`src/rtl/aer_bus_arbiter.sv`:
```
// aer_bus_arbiter: shares the AER broadcast bus between NUM_SRC event sources.
// Round-robin grant, four-phase handshake toward sources and arrays, ack
// aggregation over a latched array-enable mask, and a per-phase watchdog
// that parks the arbiter in a sticky error state until cleared.
module aer_bus_arbiter #(
    parameter int NUM_SRC     = 3,
    parameter int TIME_W      = 8,
    parameter int ADDR_W      = 10,
    parameter int NUM_ARRAYS  = 16,
    parameter int TIMEOUT_CYC = 255,
    parameter int CNT_W       = 16,
    localparam int GID_W      = (NUM_SRC > 1) ? $clog2(NUM_SRC) : 1
) (
    input  logic                      local_clk,
    input  logic                      rst,
    input  logic [NUM_SRC-1:0]        i_src_req,
    input  logic [NUM_SRC*TIME_W-1:0] i_src_time,
    input  logic [NUM_SRC*ADDR_W-1:0] i_src_addr,
    output logic [NUM_SRC-1:0]        o_src_ack,
    input  logic [NUM_ARRAYS-1:0]     i_array_en,
    input  logic [NUM_ARRAYS-1:0]     i_array_ack,
    output logic                      o_aer_req,
    output logic [TIME_W-1:0]         o_aer_time,
    output logic [ADDR_W-1:0]         o_aer_addr,
    output logic [GID_W-1:0]          o_grant_id,
    output logic                      o_busy,
    output logic                      o_timeout_err,
    input  logic                      i_err_clear,
    output logic [CNT_W-1:0]          o_event_count
);

    localparam int WD_W = $clog2(TIMEOUT_CYC + 1);

    typedef enum logic [1:0] {S_IDLE, S_ISSUE, S_RELEASE, S_ERR} state_t;

    typedef struct packed {
        logic [TIME_W-1:0] ts;
        logic [ADDR_W-1:0] addr;
    } aer_ev_t;

    // Per-source event view, unpacked from the flat input buses.
    aer_ev_t src_ev [NUM_SRC];

    generate
        for (genvar k = 0; k < NUM_SRC; k++) begin : g_src
            assign src_ev[k] = {i_src_time[k*TIME_W +: TIME_W], i_src_addr[k*ADDR_W +: ADDR_W]};
        end
    endgenerate

    state_t                state_q, state_d;
    logic [GID_W-1:0]      rr_q, rr_d;
    logic [GID_W-1:0]      gnt_q, gnt_d;
    logic [NUM_ARRAYS-1:0] en_lat_q, en_lat_d;
    aer_ev_t               ev_q, ev_d;
    logic                  req_q, req_d;
    logic [NUM_SRC-1:0]    ack_q, ack_d;
    logic                  err_q, err_d;
    logic [CNT_W-1:0]      cnt_q, cnt_d;
    logic [WD_W-1:0]       wd_q, wd_d;

    logic [WD_W-1:0]       wd_inc;
    logic                  wd_hit;
    logic                  agg_ack, agg_idle;
    logic                  pick_vld;
    logic [GID_W-1:0]      pick_id;
    logic [GID_W:0]        sum;
    logic [GID_W-1:0]      idx;

    // Disabled arrays count as acked and as idle; an empty mask completes on its own.
    assign agg_ack  = &(i_array_ack | ~en_lat_q);
    assign agg_idle = ~|(i_array_ack & en_lat_q);

    assign wd_inc = wd_q + 1'b1;
    assign wd_hit = (wd_inc == WD_W'(TIMEOUT_CYC));

    // Round-robin pick: first requester at or above the rr pointer, wrapping.
    always_comb begin
        pick_vld = 1'b0;
        pick_id  = '0;
        sum      = '0;
        idx      = '0;
        for (int i = 0; i < NUM_SRC; i++) begin
            sum = {1'b0, rr_q} + (GID_W+1)'(i);
            if (sum >= (GID_W+1)'(NUM_SRC))
                sum = sum - (GID_W+1)'(NUM_SRC);
            idx = sum[GID_W-1:0];
            if (!pick_vld && i_src_req[idx]) begin
                pick_vld = 1'b1;
                pick_id  = idx;
            end
        end
    end

    // Next-state and registered-output logic for the bus FSM.
    always_comb begin
        state_d  = state_q;
        rr_d     = rr_q;
        gnt_d    = gnt_q;
        en_lat_d = en_lat_q;
        ev_d     = ev_q;
        req_d    = req_q;
        ack_d    = ack_q;
        err_d    = err_q;
        cnt_d    = cnt_q;
        wd_d     = wd_q;
        case (state_q)
            S_IDLE: begin
                if (pick_vld) begin
                    gnt_d    = pick_id;
                    ev_d     = src_ev[pick_id];
                    en_lat_d = i_array_en;
                    req_d    = 1'b1;
                    wd_d     = '0;
                    state_d  = S_ISSUE;
                end
            end
            S_ISSUE: begin
                // A completing ack wins over a watchdog expiry in the same cycle.
                if (agg_ack) begin
                    req_d        = 1'b0;
                    ack_d        = '0;
                    ack_d[gnt_q] = 1'b1;
                    wd_d         = '0;
                    state_d      = S_RELEASE;
                end else if (wd_hit) begin
                    req_d   = 1'b0;
                    err_d   = 1'b1;
                    state_d = S_ERR;
                end else begin
                    wd_d = wd_inc;
                end
            end
            S_RELEASE: begin
                if (agg_idle && !i_src_req[gnt_q]) begin
                    ack_d   = '0;
                    cnt_d   = cnt_q + 1'b1;
                    rr_d    = (gnt_q == GID_W'(NUM_SRC - 1)) ? '0 : gnt_q + 1'b1;
                    state_d = S_IDLE;
                end else if (wd_hit) begin
                    ack_d   = '0;
                    err_d   = 1'b1;
                    state_d = S_ERR;
                end else begin
                    wd_d = wd_inc;
                end
            end
            S_ERR: begin
                if (i_err_clear) begin
                    err_d   = 1'b0;
                    state_d = S_IDLE;
                end
            end
            default: state_d = S_IDLE;
        endcase
    end

    // State and datapath registers; reset clears everything including mid-transaction.
    always_ff @(posedge local_clk) begin
        if (rst) begin
            state_q  <= S_IDLE;
            rr_q     <= '0;
            gnt_q    <= '0;
            en_lat_q <= '0;
            ev_q     <= '0;
            req_q    <= 1'b0;
            ack_q    <= '0;
            err_q    <= 1'b0;
            cnt_q    <= '0;
            wd_q     <= '0;
        end else begin
            state_q  <= state_d;
            rr_q     <= rr_d;
            gnt_q    <= gnt_d;
            en_lat_q <= en_lat_d;
            ev_q     <= ev_d;
            req_q    <= req_d;
            ack_q    <= ack_d;
            err_q    <= err_d;
            cnt_q    <= cnt_d;
            wd_q     <= wd_d;
        end
    end

    assign o_aer_req     = req_q;
    assign o_aer_time    = ev_q.ts;
    assign o_aer_addr    = ev_q.addr;
    assign o_src_ack     = ack_q;
    assign o_grant_id    = gnt_q;
    assign o_timeout_err = err_q;
    assign o_event_count = cnt_q;
    assign o_busy        = (state_q != S_IDLE);

endmodule

```
`config.mk`:
```
export PLATFORM = sky130hd
export DESIGN_NAME = aer_bus_arbiter
export DESIGN_NICKNAME = d
export VERILOG_FILES = /design/src/rtl/aer_bus_arbiter.sv
export SDC_FILE = /design/constraint.sdc
export NUM_CORES = 1
export LEC_CHECK = 0
export ABC_AREA = 1
export ABC_CLOCK_PERIOD_IN_PS = 2350
export CORE_MARGIN = 2
export CORE_UTILIZATION = 47
export DETAILED_ROUTE_END_ITERATION = 8
export PLACE_DENSITY = 0.83
export SKIP_LAST_GASP = 1
export SYNTH_ARGS = -nofsm -noshare
export SYNTH_HDL_FRONTEND = slang
export SYNTH_SLANG_ARGS = --single-unit
export TNS_END_PERCENT = 30
```
`constraint.sdc`:
```
create_clock -name local_clk -period 2.35 [get_ports local_clk]
set_input_delay 0.235 -clock local_clk [delete_from_list [all_inputs] [get_ports local_clk]]
set_output_delay 0.235 -clock local_clk [all_outputs]
set_load 0.05 [all_outputs]
```
==> run_results.csv, run 1 <==
group,metric,value,unit
grt,grt_pass1_vias,4595,
worst_setup_path,critical_path_arrival,2.05,ns
placement,dp_hpwl,8.73,mm
worst_setup_path,worstPathMaxFanout,5,
placement,place_congestion,0.881,
timing,hold_viol_final,0,
cells_and_area,postLayoutCoreUtil,0.662,
yosys,synth_nets,732,
grt,grt_pass1_wl,20.0,mm
placement,placed_cell_area,5630,um2
drt,vias,4542,
worst_setup_path,crit_type,"reg2out",
grt,grt_max_degree,36,
drt,drcViolationCount,0,
outcome,status,"finished, final reports clean",
min_path,min_path_type,"reg2reg",
drt,viasPerCell,5.23,
yosys,synth_commonest_cells,"nand2_1 (126), inv_1 (73), nor2_1 (72), dfxtp_1 (69), o21ai_0 (57)",
worst_setup_path,crit_top_cell,"inv_1",
worst_setup_path,crit_start,"state_q[1]$_SDFFE_PP0P_",
yosys,synth_top_area_cell,"dfxtp_1",
worst_setup_path,cp-end-kind,"output pin",
timing,relSlewSlack,0.562,
yosys,synthArstFlopShare,0,
clocking,clockRootBuffer,"clkbuf_8",
worst_setup_path,rrSetupSlack,0.16,ns
yosys,yosysMostFrequentCell,"nand2_1",
cells_and_area,final_cells,869,
grt,grt.total_usage,0.245,
cells_and_area,layout.nets,858,
placement,port_buffers,133,
timing,setup_ws,0.0692,ns
worst_setup_path,startpoint_type,"register",
clocking,clock_latency,0.35,ns
cells_and_area,drive_above_1_share,0.0959,
drt,routed_wl,11.6,mm
grt,grt-ovfl-total,0,
die,io_pins,134,
yosys,synthCells,630,
yosys,synth_edf_count,0,
cells_and_area,diodes,0,
yosys,synth-main-ff-cell,"dfxtp_1",
yosys,ys_seq_area_frac,0.324,
timing,min_period_over_period,0.971,
yosys,ys_ff_latch,69,
yosys,yosys-top-cells-area,"dfxtp_1 (32%), nand2_1 (11%), o21ai_0 (6.7%)",
placement,dp.cells,853,
timing,drv_slew,0,
clocking,clkTransAtPathRegs,0.07,ns
drt,wire_per_inst,13.3,um
timing,finalSetupTns,0,ns
power,power.density,546,nW/um2
die,fp.dieH,99.3,um
grt,antenna_found_initial,0,
timing,setup_violations,0,
timing,rsz0062_at_grt,"true",
worst_setup_path,cp_slowest_cell,"clkdlybuf4s50_1",
drt,antenna_left,0,
yosys,yosysUniqueCellTypes,39,
clocking,cts_tree,"yes",
yosys,netlist_area,4270,um2
worst_setup_path,cp-endpoint,"o_busy",
die,rows,34,
clocking,clockBufferDepth,2,
worst_setup_path,timing.rr.start,"rr_q[0]$_SDFFE_PP0P_",
drt,drt_iter0_markers,301,
power,peakVddDrop,0.000273,V
clocking,cts.sinks,69,
worst_setup_path,reg2reg_to,"o_aer_time[6]$_SDFFE_PP0P_",
timing,clock_skew,0.0123,ns
timing,finalCriticalPeriod,2.28,ns
yosys,yosysWarnings,0,
flow_run,maxCapViolations,0,
cells_and_area,area_growth_syn_to_layout,35.9,%
yosys,syn_avg_cell_area,6.77,um2
cells_and_area,design_area,5800,um2
clocking,cts-buffers-inserted,9,
die,core,8760,um2
placement,dp_slack,0.185,ns
die,chipWidth,99.3,um
worst_setup_path,critPathMaxStageDelay,0.82,ns
power,p_leak,2.49,nW
die,die-area,9860,um2
drt,first_pass_iters,7,
yosys,yosysTopAreaCellShare,0.324,
worst_setup_path,r2r_cells,13,
timing,max_freq,0.438,GHz
worst_setup_path,crit_chain,"inv_1 > ha_1 > inv_1 > clkdlybuf4s50_1",
clocking,cts_max_level,3,
worst_setup_path,cp.required,2.12,ns
timing,tightest_slew,0.657,ns
die,start_util,0.487,
min_path,hold_depth,2,
per-stage QoR:
stage               hold WS [ns]  total power, mW
CTS                        0.461             3.17
global placement           0.445             2.30
global route               0.501             3.34
detailed placement         0.450             2.32
finish                     0.456             3.16
floorplan                  0.398             1.96
timing repair:
item,in CTS,in global routing
resized for setup,0,3
hold buffers,0,0
buffers inserted,0,0
setup endpoints to repair,0,2
cell families after synthesis:
kind of cell             share of synthesized area
AND/OR/NAND/NOR                              0.339
XOR/XNOR                                    0.0205
AO/OA/AOI/OAI                                0.171
adder cells (fa/ha/maj)                     0.0293
buffers and inverters                        0.116
flip-flops                                   0.324
where the power goes:
group	switching, mW	internal, mW	leakage [nW]
Combinational	0.576	0.397	1.83
Clock	0.451	0.409	0.0901
Sequential	0.0650	1.27	0.567
metal layers:
layer  global-route usage  part of all wire  routed length, um  vias up
met5                    0                 0                  0        -
met4               0.0969             0.018                211        0
met3               0.0562             0.068                784       19
met2                0.435              0.51               5910      159
met1                0.284              0.40               4690     2065
li1                     -                 -                  -     2299
state kept, by name, summed over array words and instances (netlist names):
name and cells:
wd_q 8, o_aer_addr 10, o_aer_req 1, o_timeout_err 1, o_src_ack 3, en_lat_q 16
state_q 2, o_event_count 16, o_grant_id 2, o_aer_time 8, rr_q 2
worst min path at each step:
stage	from	end	slack [ns]
finish	o_aer_req$_SDFFE_PP0P_	o_aer_req$_SDFFE_PP0P_	0.46
global route	en_lat_q[15]$_SDFFE_PP0P_	en_lat_q[15]$_SDFFE_PP0P_	0.50
CTS	o_aer_req$_SDFFE_PP0P_	o_aer_req$_SDFFE_PP0P_	0.46
detailed placement	o_aer_req$_SDFFE_PP0P_	o_aer_req$_SDFFE_PP0P_	0.45
global placement	o_aer_req$_SDFFE_PP0P_	o_aer_req$_SDFFE_PP0P_	0.44
floorplan	rst	wd_q[6]$_SDFFE_PP0P_	0.40
critical path, delay by kind of cell (launching register included):
kind	cells	cell delay [ns]
DFF	1	0.39
adders and majority gates	1	0.29
buffers and inverters	3	1.02
layout make-up:
cell class | count | area, um2
Clock inverter | 4 | 23.8
Clock buffer | 12 | 145
Inverter | 84 | 325
Fill cell | 742 | 2960
Timing Repair Buffer | 140 | 1400
Tap cell | 108 | 135
Multi-Input combinational cell | 452 | 2390
Sequential cell | 69 | 1380
placed cells by master (no fill, tap or decap), drive strengths merged, types with 3 or more instances in the layout:
master         instances
a21oi                 65
buf                    7
clkbuf                12
clkdlybuf4s50        133
clkinv                 4
dfxtp                 69
ha                    10
inv                   84
nand2                134
nand3                 57
nand3b                18
nand4                 10
nor2                  73
nor3                   4
o21ai                 61
o21bai                 3
xnor2                  4
xor2                   6
No activity file was read; power rests on OpenSTA's default activity.
==> inputs of run 2 (changes only) <==
--- a/config.mk
+++ b/config.mk
@@ -7,7 +7,7 @@
 export LEC_CHECK = 0
 export ABC_AREA = 1
 export ABC_CLOCK_PERIOD_IN_PS = 2350
-export CORE_MARGIN = 2
+export CORE_MARGIN = 1.5
 export CORE_UTILIZATION = 47
 export DETAILED_ROUTE_END_ITERATION = 8
 export PLACE_DENSITY = 0.83
==> run_results.csv, run 2 (synthesis gave the netlist of run 1 again) <==
group,metric,value,unit
outcome,status,"finished, final reports clean",
die,fp.dieH,98.3,um
power,p_leak,2.49,nW
die,core,8760,um2
drt,viasPerCell,5.18,
worst_setup_path,crit_chain,"inv_1 > ha_1 > inv_2 > nand2_1 > nand3_1 > nand2_2 > nand4_1 > nand2_4 > nor2_1 > nand3_1 > nand3_1 > nand2_1 > inv_1",
min_path,worstHoldStart,"o_aer_req$_SDFFE_PP0P_",
drt,drt_iter0_markers,221,
grt,grt_max_degree,50,
worst_setup_path,critical_path_arrival,2.37,ns
cells_and_area,final_cells,868,
cells_and_area,mostFrequentLayoutCells,"clkdlybuf4s50_1 (132), nand2_1 (126), inv_1 (73)",
min_path,holdPathEnd,"o_aer_req$_SDFFE_PP0P_",
clocking,postCtsSetupBuffers,0,
timing,relSlewSlack,0.585,
timing,finalSetupTns,0,ns
power,peakVddDrop,0.000310,V
timing,finalCriticalPeriod,2.15,ns
min_path,min_path_type,"reg2reg",
drt,wire_per_inst,13.0,um
worst_setup_path,timing.rr.start,"rr_q[0]$_SDFFE_PP0P_",
drt,routed_wl,11.3,mm
cells_and_area,layout.nets,858,
grt,grt.total_usage,0.236,
drt,first_pass_iters,4,
clocking,clock_latency,0.33,ns
worst_setup_path,cp-end-kind,"register",
cells_and_area,design_area,5790,um2
timing,hold_viol_final,0,
clocking,cts.sinks,69,
clocking,cts-buffers-inserted,9,
worst_setup_path,path_buf_inv,3,
grt,antenna_found_initial,0,
die,io_pins,134,
die,start_util,0.487,
cells_and_area,area.sequential,1380,um2
worst_setup_path,cp.required,2.58,ns
timing,rsz0062_at_grt,"true",
timing,whs,0.456,ns
worst_setup_path,critPathMaxStageDelay,0.47,ns
clocking,clockRootBuffer,"clkbuf_8",
power,power.density,538,nW/um2
grt,grt_pass1_vias,4265,
power,power,3.12,mW
die,die-area,9660,um2
timing,clock_skew,0.00755,ns
worst_setup_path,startpoint_type,"register",
min_path,hold_depth,2,
timing,drv_slew,0,
cells_and_area,drive_above_1_share,0.0934,
cells_and_area,diodes,0,
placement,placed_cell_area,5630,um2
placement,dp_hpwl,8.57,mm
worst_setup_path,crit_top_cell,"nand3_1",
timing,min_period_over_period,0.913,
placement,dp_slack,0.196,ns
worst_setup_path,rrSetupSlack,0.20,ns
cells_and_area,postLayoutCoreUtil,0.661,
clocking,cts_max_level,3,
worst_setup_path,r2r_cells,13,
worst_setup_path,worstPathMaxFanout,19,
placement,dp.cells,853,
drt,antenna_left,0,
clocking,clkTransAtPathRegs,0.07,ns
cells_and_area,final_common_cell,"clkdlybuf4s50_1",
grt,grt-ovfl-total,0,
cells_and_area,nFillCells,762,
worst_setup_path,cp_slowest_cell,"ha_1",
cells_and_area,multi_input_area,2390,um2
drt,drcViolationCount,0,
worst_setup_path,cp_top_family,"simple AND/OR/NAND/NOR gates",
timing,tightest_slew,0.617,ns
cells_and_area,area_growth_syn_to_layout,35.6,%
timing,setup_violations,0,
drt,vias,4496,
placement,port_buffers,133,
flow_run,maxCapViolations,0,
timing,setup_ws,0.204,ns
grt,grt_pass1_wl,19.0,mm
placement,place_congestion,0.854,
clocking,cts_tree,"yes",
timing,max_freq,0.466,GHz
clocking,clockBufferDepth,2,
worst_setup_path,reg2reg_to,"o_aer_time[6]$_SDFFE_PP0P_",
die,chipWidth,98.3,um
worst_setup_path,crit_type,"reg2reg",
die,rows,34,
run 2: cell count changes in the layout (fill, tap and decap cells not counted):
cell / previous run / this run
inv_4: 2 / 1
clkinv_2: 3 / 2
o21ai_1: 4 / 3
inv_2: 8 / 9
o21ai_0: 56 / 57
dlymetal6s2s_1: 0 / 1
clkinv_4: 1 / 0
clkbuf_1: 2 / 3
clkdlybuf4s50_1: 133 / 132
run 2: worst max path at each step:
stage | start | to | cells after the start
2_1_floorplan | rr_q[0]$_SDFFE_PP0P_ | o_aer_addr[9]$_SDFFE_PP0P_ | 10
3_3_place_gp | i_array_ack[8] | o_event_count[4]$_SDFFE_PP0P_ | 11
3_5_place_dp | i_array_ack[11] | o_event_count[4]$_SDFFE_PP0P_ | 12
4_1_cts | state_q[0]$_SDFFE_PP0P_ | o_busy | 4
5_1_grt | rr_q[0]$_SDFFE_PP0P_ | o_aer_time[6]$_SDFFE_PP0P_ | 13
6_report | rr_q[0]$_SDFFE_PP0P_ | o_aer_time[6]$_SDFFE_PP0P_ | 13
run 2: area by class of cell:
class | count | share of cell area
repair buffers | 140 | 0.242
well taps | 108 | 0.0233
clock inverters | 2 | 0.00173
inverters | 84 | 0.0558
flip-flops and latches | 69 | 0.239
multi-input cells | 452 | 0.413
clock buffers | 13 | 0.0257
run 2: where the power goes:
part / total (mW) / internal (mW) / leakage, nW / switching, mW
registers: 1.33 / 1.27 / 0.567 / 0.0643
clock network: 0.821 / 0.404 / 0.0833 / 0.416
logic: 0.966 / 0.396 / 1.84 / 0.569
total: 3.12 / 2.07 / 2.49 / 1.05
run 2: worst register-to-register path, delay by kind of cell (launching register included):
| kind | cells | cell delay, ns |
|---|---|---|
| DFF | 1 | 0.33 |
| and+or+nand+nor | 9 | 1.09 |
| adders and majority gates | 1 | 0.47 |
| buffers and inverters | 3 | 0.17 |
run 2: metal layers:
layer	vias up	GRT usage	routed length, um
met5	-	0	0
met4	0	0.0683	123
met3	10	0.0608	671
met2	139	0.413	5620
met1	2051	0.283	4850
li1	2296	-	-
run 2: timing repair:
action,CTS,global route
hold buffers,0,0
setup endpoints to repair,0,2
resized for setup,0,1
